## src/rtl/i2c_slave_byte_ctrl_if.sv

```systemverilog
// Host-side strobe interface of the I2C target byte controller.
// Also carries the controller FSM state as a debug observation point.
interface i2c_slave_byte_ctrl_if;
   // Handshake: rx_vld_o, tx_req_o, stop_o and nack_o are single-cycle pulses
   // with no back-pressure. rx_dat_o is valid in the cycle rx_vld_o is high.
   // After tx_req_o the host holds tx_dat_i stable until the byte is latched.
   // ack_i is sampled when a write byte completes.
   logic [6:0] addr_i;
   logic       ack_i;
   logic [7:0] tx_dat_i;
   logic [7:0] rx_dat_o;
   logic       rx_vld_o;
   logic       tx_req_o;
   logic       sel_o;
   logic       rw_o;
   logic       busy_o;
   logic       stop_o;
   logic       nack_o;
   logic [2:0] dbg_state;

   modport slave (
      input  addr_i, ack_i, tx_dat_i,
      output rx_dat_o, rx_vld_o, tx_req_o, sel_o, rw_o, busy_o, stop_o, nack_o,
      output dbg_state
   );

   modport master (
      output addr_i, ack_i, tx_dat_i,
      input  rx_dat_o, rx_vld_o, tx_req_o, sel_o, rw_o, busy_o, stop_o, nack_o,
      input  dbg_state
   );
endinterface

```

## src/rtl/i2c_slave_byte_ctrl.sv

```systemverilog
// Byte-level I2C target: oversampled SCL/SDA, START/STOP detect, 7-bit address match.
// Define I2C_SLV_GCALL_EN to also ACK the general call address (8'h00, write).
module i2c_slave_byte_ctrl #(
   parameter int unsigned FILT_LEN = 3
) (
   input  logic                        clk_i,
   input  logic                        rst_i,
   input  logic                        en_i,
   input  logic                        scl_i,
   input  logic                        sda_i,
   output logic                        sda_o,
   output logic                        sda_dir_o,
   i2c_slave_byte_ctrl_if.slave        host
);

   typedef enum logic [2:0] {
      S_IDLE, S_ADDR, S_ADDR_ACK, S_WR_DAT, S_WR_ACK, S_RD_DAT, S_RD_ACK, S_WAIT
   } state_t;

   // Bit 0 carries SCL, bit 1 carries SDA through the input path.
   logic [1:0] sync1, sync2, filt, filt_q;
   logic [3:0] fcnt [2];

   always_ff @(posedge clk_i) begin
      if (rst_i) begin
         sync1   <= 2'b11;
         sync2   <= 2'b11;
         filt    <= 2'b11;
         filt_q  <= 2'b11;
         fcnt[0] <= 4'd0;
         fcnt[1] <= 4'd0;
      end else begin
         sync1  <= {sda_i, scl_i};
         sync2  <= sync1;
         filt_q <= filt;
         for (int i = 0; i < 2; i++) begin
            if (sync2[i] == filt[i]) begin
               fcnt[i] <= 4'd0;
            end else if (fcnt[i] == 4'(FILT_LEN - 1)) begin
               filt[i] <= sync2[i];
               fcnt[i] <= 4'd0;
            end else begin
               fcnt[i] <= fcnt[i] + 4'd1;
            end
         end
      end
   end

   logic sda_f, scl_rise, scl_fall, start_ev, stop_ev;
   assign sda_f    = filt[1];
   assign scl_rise =  filt[0] & ~filt_q[0];
   assign scl_fall = ~filt[0] &  filt_q[0];
   // SDA may only change with SCL held high across both samples to count as START/STOP.
   assign start_ev = filt[0] & filt_q[0] &  filt_q[1] & ~filt[1];
   assign stop_ev  = filt[0] & filt_q[0] & ~filt_q[1] &  filt[1];

   state_t     state, state_n;
   logic [3:0] bitcnt, bitcnt_n;
   logic [7:0] sh, sh_n, txsh, txsh_n, rx_dat, rx_dat_n;
   logic       sel, sel_n, rw, rw_n, busy, busy_n, sda_dir, sda_dir_n;
   logic       rd_acked, rd_acked_n;
   logic       rx_vld, rx_vld_n, tx_req, tx_req_n, stop_p, stop_n, nack_p, nack_n;
   logic       addr_hit;

   always_comb begin
`ifdef I2C_SLV_GCALL_EN
      addr_hit = (sh[7:1] == 7'h00) ? ~sh[0] : (sh[7:1] == host.addr_i);
`else
      addr_hit = (sh[7:1] == host.addr_i);
`endif
   end

   always_comb begin
      state_n    = state;
      bitcnt_n   = bitcnt;
      sh_n       = sh;
      txsh_n     = txsh;
      rx_dat_n   = rx_dat;
      sel_n      = sel;
      rw_n       = rw;
      busy_n     = busy;
      sda_dir_n  = sda_dir;
      rd_acked_n = rd_acked;
      rx_vld_n   = 1'b0;
      tx_req_n   = 1'b0;
      stop_n     = 1'b0;
      nack_n     = 1'b0;
      if (!en_i) begin
         state_n   = S_IDLE;
         sda_dir_n = 1'b0;
         sel_n     = 1'b0;
         busy_n    = 1'b0;
         bitcnt_n  = 4'd0;
      end else if (stop_ev) begin
         state_n   = S_IDLE;
         sda_dir_n = 1'b0;
         busy_n    = 1'b0;
         stop_n    = sel;
         sel_n     = 1'b0;
      end else if (start_ev) begin
         state_n   = S_ADDR;
         sda_dir_n = 1'b0;
         busy_n    = 1'b1;
         sel_n     = 1'b0;
         bitcnt_n  = 4'd0;
      end else begin
         unique case (state)
            S_ADDR, S_WR_DAT: begin
               if (scl_rise && bitcnt != 4'd8) begin
                  sh_n     = {sh[6:0], sda_f};
                  bitcnt_n = bitcnt + 4'd1;
               end else if (scl_fall && bitcnt == 4'd8) begin
                  if (state == S_WR_DAT) begin
                     rx_dat_n  = sh;
                     rx_vld_n  = 1'b1;
                     sda_dir_n = host.ack_i;
                     state_n   = S_WR_ACK;
                  end else if (addr_hit) begin
                     sel_n     = 1'b1;
                     rw_n      = sh[0];
                     sda_dir_n = 1'b1;
                     tx_req_n  = sh[0];
                     state_n   = S_ADDR_ACK;
                  end else begin
                     sda_dir_n = 1'b0;
                     state_n   = S_WAIT;
                  end
               end
            end
            S_ADDR_ACK, S_WR_ACK: begin
               if (scl_fall) begin
                  bitcnt_n = 4'd0;
                  if (state == S_ADDR_ACK && rw) begin
                     txsh_n    = host.tx_dat_i;
                     sda_dir_n = ~host.tx_dat_i[7];
                     bitcnt_n  = 4'd1;
                     state_n   = S_RD_DAT;
                  end else begin
                     sda_dir_n = 1'b0;
                     state_n   = S_WR_DAT;
                  end
               end
            end
            S_RD_DAT: begin
               // bitcnt counts bits already placed on the bus.
               if (scl_fall) begin
                  if (bitcnt == 4'd8) begin
                     sda_dir_n = 1'b0;
                     state_n   = S_RD_ACK;
                  end else begin
                     txsh_n    = {txsh[6:0], 1'b0};
                     sda_dir_n = ~txsh[6];
                     bitcnt_n  = bitcnt + 4'd1;
                  end
               end
            end
            S_RD_ACK: begin
               if (scl_rise) begin
                  rd_acked_n = ~sda_f;
                  tx_req_n   = ~sda_f;
                  nack_n     = sda_f;
               end else if (scl_fall) begin
                  if (rd_acked) begin
                     txsh_n    = host.tx_dat_i;
                     sda_dir_n = ~host.tx_dat_i[7];
                     bitcnt_n  = 4'd1;
                     state_n   = S_RD_DAT;
                  end else begin
                     state_n   = S_WAIT;
                  end
               end
            end
            default: ;
         endcase
      end
   end

   always_ff @(posedge clk_i) begin
      if (rst_i) begin
         state    <= S_IDLE;
         bitcnt   <= 4'd0;
         sh       <= 8'h00;
         txsh     <= 8'h00;
         rx_dat   <= 8'h00;
         sel      <= 1'b0;
         rw       <= 1'b0;
         busy     <= 1'b0;
         sda_dir  <= 1'b0;
         rd_acked <= 1'b0;
         rx_vld   <= 1'b0;
         tx_req   <= 1'b0;
         stop_p   <= 1'b0;
         nack_p   <= 1'b0;
      end else begin
         state    <= state_n;
         bitcnt   <= bitcnt_n;
         sh       <= sh_n;
         txsh     <= txsh_n;
         rx_dat   <= rx_dat_n;
         sel      <= sel_n;
         rw       <= rw_n;
         busy     <= busy_n;
         sda_dir  <= sda_dir_n;
         rd_acked <= rd_acked_n;
         rx_vld   <= rx_vld_n;
         tx_req   <= tx_req_n;
         stop_p   <= stop_n;
         nack_p   <= nack_n;
      end
   end

   assign sda_o          = 1'b0;
   assign sda_dir_o      = sda_dir;
   assign host.rx_dat_o  = rx_dat;
   assign host.rx_vld_o  = rx_vld;
   assign host.tx_req_o  = tx_req;
   assign host.sel_o     = sel;
   assign host.rw_o      = rw;
   assign host.busy_o    = busy;
   assign host.stop_o    = stop_p;
   assign host.nack_o    = nack_p;
   assign host.dbg_state = state;

endmodule

```

## src/flat_wrapper.sv

```systemverilog
// flat-port wrapper written by rule: the top's interface ports become plain ports
module i2c_slave_byte_ctrl_flat 
#(
   parameter int unsigned FILT_LEN = 3
)
  (clk_i, rst_i, en_i, scl_i, sda_i, sda_o, sda_dir_o, host_addr_i, host_ack_i, host_tx_dat_i, host_rx_dat_o, host_rx_vld_o, host_tx_req_o, host_sel_o, host_rw_o, host_busy_o, host_stop_o, host_nack_o, host_dbg_state);
  i2c_slave_byte_ctrl_if host_i ();
  input  logic clk_i;
  input  logic rst_i;
  input  logic en_i;
  input  logic scl_i;
  input  logic sda_i;
  output logic sda_o;
  output logic sda_dir_o;
  input wire logic [$bits(host_i.addr_i)-1:0] host_addr_i;
  input wire logic [$bits(host_i.ack_i)-1:0] host_ack_i;
  input wire logic [$bits(host_i.tx_dat_i)-1:0] host_tx_dat_i;
  output wire logic [$bits(host_i.rx_dat_o)-1:0] host_rx_dat_o;
  output wire logic [$bits(host_i.rx_vld_o)-1:0] host_rx_vld_o;
  output wire logic [$bits(host_i.tx_req_o)-1:0] host_tx_req_o;
  output wire logic [$bits(host_i.sel_o)-1:0] host_sel_o;
  output wire logic [$bits(host_i.rw_o)-1:0] host_rw_o;
  output wire logic [$bits(host_i.busy_o)-1:0] host_busy_o;
  output wire logic [$bits(host_i.stop_o)-1:0] host_stop_o;
  output wire logic [$bits(host_i.nack_o)-1:0] host_nack_o;
  output wire logic [$bits(host_i.dbg_state)-1:0] host_dbg_state;
  assign host_i.addr_i = host_addr_i;
  assign host_i.ack_i = host_ack_i;
  assign host_i.tx_dat_i = host_tx_dat_i;
  assign host_rx_dat_o = host_i.rx_dat_o;
  assign host_rx_vld_o = host_i.rx_vld_o;
  assign host_tx_req_o = host_i.tx_req_o;
  assign host_sel_o = host_i.sel_o;
  assign host_rw_o = host_i.rw_o;
  assign host_busy_o = host_i.busy_o;
  assign host_stop_o = host_i.stop_o;
  assign host_nack_o = host_i.nack_o;
  assign host_dbg_state = host_i.dbg_state;
  i2c_slave_byte_ctrl #(.FILT_LEN(FILT_LEN)) u_core (.clk_i(clk_i), .rst_i(rst_i), .en_i(en_i), .scl_i(scl_i), .sda_i(sda_i), .sda_o(sda_o), .sda_dir_o(sda_dir_o), .host(host_i));
endmodule
```

## config.mk

```make
export PLATFORM = sky130hd
export DESIGN_NAME = i2c_slave_byte_ctrl_flat
export DESIGN_NICKNAME = d
export VERILOG_FILES = /design/src/rtl/i2c_slave_byte_ctrl_if.sv /design/src/rtl/i2c_slave_byte_ctrl.sv /design/src/flat_wrapper.sv
export SDC_FILE = /design/constraint.sdc
export NUM_CORES = 1
export LEC_CHECK = 0
export ABC_AREA = 1
export BUFFER_PORTS_ARGS = -buffer_cell sky130_fd_sc_hd__buf_2
export CORE_MARGIN = 2
export CORE_UTILIZATION = 50
export DETAILED_ROUTE_END_ITERATION = 7
export MAX_ROUTING_LAYER = met4
export PLACE_DENSITY = 0.76
export SETUP_SLACK_MARGIN = 0.15
export SYNTH_ARGS = -nofsm -noshare
export SYNTH_HDL_FRONTEND = slang
export SYNTH_SLANG_ARGS = --single-unit
```

## constraint.sdc

```tcl
create_clock -name clk_i -period 5.1 [get_ports clk_i]
set_input_delay 1.02 -clock clk_i [delete_from_list [all_inputs] [get_ports clk_i]]
set_output_delay 1.02 -clock clk_i [all_outputs]
set_load 0.02 [all_outputs]
```

==> impl_metrics.csv <==
group,metric,value,unit
global_routing,antenna_found_initial,0,
die,die_w,78.84,µm
clock_network,h-tree-depth,2,
placement,port_buffers,39,
critical_path,path_buf_inv,2,
power,power_frac_seq,0.579,
timing,slew_headroom,0.3960,
die,ios,41,
detailed_routing,drt-total-wl,5.555,mm
logic_synthesis,yosys-top-cells-count,"nand2_1, nor2_1, inv_1",
clock_network,numCtsBuffers,5,
logic_synthesis,yosysUniqueCellTypes,32,
placement,placed_cell_area,3053,µm²
final_layout,antenna_cells,0,
die,initial_core_util,0.5117,
logic_synthesis,ys_seq_area_frac,0.4218,
timing,skew,6.224,ps
logic_synthesis,syn_inst,407,
detailed_routing,first_pass_iters,4,
die,dieArea,6215,µm²
clock_network,cts_resized,0,
detailed_routing,drt_iter0_drc,164,
critical_path,crit_required,5260,ps
timing,timing.fmax,463.9,MHz
placement,hpwl,4.186,mm
job,cap_viol_max_count,0,
power,power_density,255.2,nW/µm²
final_layout,register_area,1181,µm²
detailed_routing,drtAntennaViolNets,0,
min_path,hp-class,"register to register",
logic_synthesis,yosys-top-cells-area,"dfxtp_1, nand2_1, edfxtp_1, nor2_1, inv_1",
outcome,status,"complete, no violations",
timing,final-hold-violation-count,0,
final_layout,area_growth,12.06,%
timing,post-route-period-util,0.4227,
power,power_frac_clock,0.291,
final_layout,nNetsFinal,477,
die,rows,27,
clock_network,clk_latency,300,ps
critical_path,critPathMaxStageDelay,560,ps
final_layout,nFillCells,549,
critical_path,crit_family,"buffers and inverters",
critical_path,worstPathCellList,"buf_2 > inv_1 > o21ai_0 > a21oi_1 > nand2_1 > nor2_1",
die,coreArea,5473,µm²
critical_path,startpoint,"rst_i",
logic_synthesis,synth_area_per_cell,6.880,µm²
min_path,min_from,"u_core.sync1[0]$_SDFF_PP1_",
clock_network,ctsHoldBuffers,0,
global_routing,overflow,0,
logic_synthesis,synthArstFlopShare,0,
final_layout,multi_input_area,1384,µm²
logic_synthesis,yosysTopAreaCell,"dfxtp_1",
detailed_routing,viasPerCell,4.841,
critical_path,cp.arrival,2310,ps
power,ir_worst_vdd,127.7,µV
global_routing,grt_pass1_vias,2189,
critical_path,cp_max_fo,30,
logic_synthesis,synth_edf_count,8,
final_layout,final_area,3138,µm²
logic_synthesis,synth_area,2800,µm²
timing,worst_pin_slew,902.7,ps
critical_path,cpMaxStageDelayCell,"inv_1",
logic_synthesis,yosys_warnings,0,
logic_synthesis,synth_most_common_cell,"nand2_1",
clock_network,post_cts_buffers,0,
placement,place_worst_setup_slack,2632,ps
critical_path,cp-start-kind,"primary input",
die,die_h,78.84,µm
detailed_routing,vias,2532,
critical_path,crit_type,"primary input to register",
logic_synthesis,synth_flop_cell,"dfxtp_1",
timing,setup_viol,0,
power,finalPower,0.0008009,W
final_layout,drive_gt1_frac,0.1441,
clock_network,clk_pin_slew,90,ps
global_routing,grt_usage,0.1915,
logic_synthesis,synth_top_area_frac,0.3360,
power,p_sw,0.0002135,W
power,p_leak,1.442,nW
timing,setup_slack,2944,ps
power,intPower,0.0005874,W
critical_path,end_kind,"register",
clock_network,cts_sinks,55,
power,power_frac_comb,0.131,
timing,fin_setup_tns,0,ps
critical_path,r2r_start,"u_core.host.dbg_state[0]$_SDFFE_PP0P_",
global_routing,grt_max_degree,31,
detailed_routing,avgRoutedWirePerCell,10.62,µm
global_routing,grt_pass1_wl,9.308,mm
timing,rsz0062_at_grt,"false",
timing,slew_violations,0,
clock_network,cts_buffer_depth,2,
detailed_routing,drc,0,
placement,place_congestion,0.9253,
logic_synthesis,synth_seq_cells,55,
clock_network,cts_tree,"built",
timing,fin_crit,2156,ps
clock_network,cts_root_buf,"clkbuf_8",
power,sw_frac_of_total,0.2666,
[logic make-up after synthesis]
group                      after synthesis  synth area share
other                                    2          0.002682
DFF                                     55            0.4218
and+or+nand+nor                        222            0.3405
xor gates and xnor gates                 6           0.01877
AOI/OAI and AO/OA                       52           0.09607
adders and majority gates                6           0.02681
buffers and inverters                   64           0.09338
[worst paths after layout]
kind | slack [ps] | cells past startpoint | to
setup reg to reg | 2960 | 8 | u_core.host.dbg_state[0]$_SDFFE_PP0P_
hold / removal | 420 | 1 | u_core.sync2[0]$_SDFF_PP1_
setup / recovery | 2940 | 6 | u_core.fcnt[0][0]$_SDFFCE_PN0P_
hold reg to reg | 420 | 1 | u_core.sync2[0]$_SDFF_PP1_
[worst register-to-register path, stage by stage, from the launching register on]
cell and delay [ps]:
dfxtp_1 510, nand2_1 90, nor2_1 690, nand2_1 240
nand3_1 190, nor2_1 60, nand2_1 90, a21oi_1 70
a21oi_1 140
[cell type report]
cell class              instances  share of cell area
clock buffers                   6             0.02313
well taps                      72             0.02871
multi-input cells             295              0.4410
flip-flops and latches         55              0.3764
clock inverters                 2            0.003987
repair buffers                 39             0.06220
inverters                      54             0.06459
[layout by cell type, fill, tap and decap left out, types with 8 or more instances in the layout]
| cell | count |
|---|---|
| conb_1 | 9 |
| inv_1 | 50 |
| nor2_1 | 60 |
| nand3_1 | 28 |
| nand2_1 | 111 |
| edfxtp_1 | 8 |
| dfxtp_1 | 47 |
| o21ai_0 | 17 |
| a21oi_1 | 28 |
| buf_2 | 39 |
[routing by layer]
layer / vias to the layer above / global-route usage / part of all wire
li1: 1342 / - / -
met1: 1121 / 0.2396 / 0.46
met2: 59 / 0.3128 / 0.47
met3: 10 / 0.03977 / 0.052
met4: 0 / 0.06207 / 0.019
met5: - / - / 0
[power by group through the flow]
stage                     clock (W)  sequential (W)  combinational, W
final                      0.000233        0.000463          0.000105
after detailed placement          0        0.000474          0.000104
after global placement            0        0.000473          0.000103
after global routing       0.000259        0.000466          0.000120
after CTS                  0.000242        0.000463          0.000104
after floorplan                   0        0.000472         0.0000804
[registers in the layout (all words and copies together), names as in the netlist]
name / count
u_core.fcnt: 8
u_core.host.rx_dat_o: 8
u_core.sh: 8
u_core.txsh: 7
u_core.bitcnt: 4
u_core.host.dbg_state: 3
u_core.filt: 2
u_core.filt_q: 2
u_core.sync1: 2
u_core.sync2: 2
u_core.host.busy_o: 1
u_core.host.nack_o: 1
u_core.host.rw_o: 1
u_core.host.rx_vld_o: 1
u_core.host.sel_o: 1
u_core.host.stop_o: 1
u_core.host.tx_req_o: 1
u_core.rd_acked: 1
u_core.sda_dir_o: 1
[metrics by stage]
step	std cells	utilization	hold slack, ps
after floorplan	414	-	389.5
after global placement	515	0.5578	395.1
after detailed placement	515	0.5578	399.7
after CTS	523	0.5734	421.4
after global routing	523	0.5734	428.5
final	523	0.5734	416.6
No activity file was read; power rests on OpenSTA's default activity.
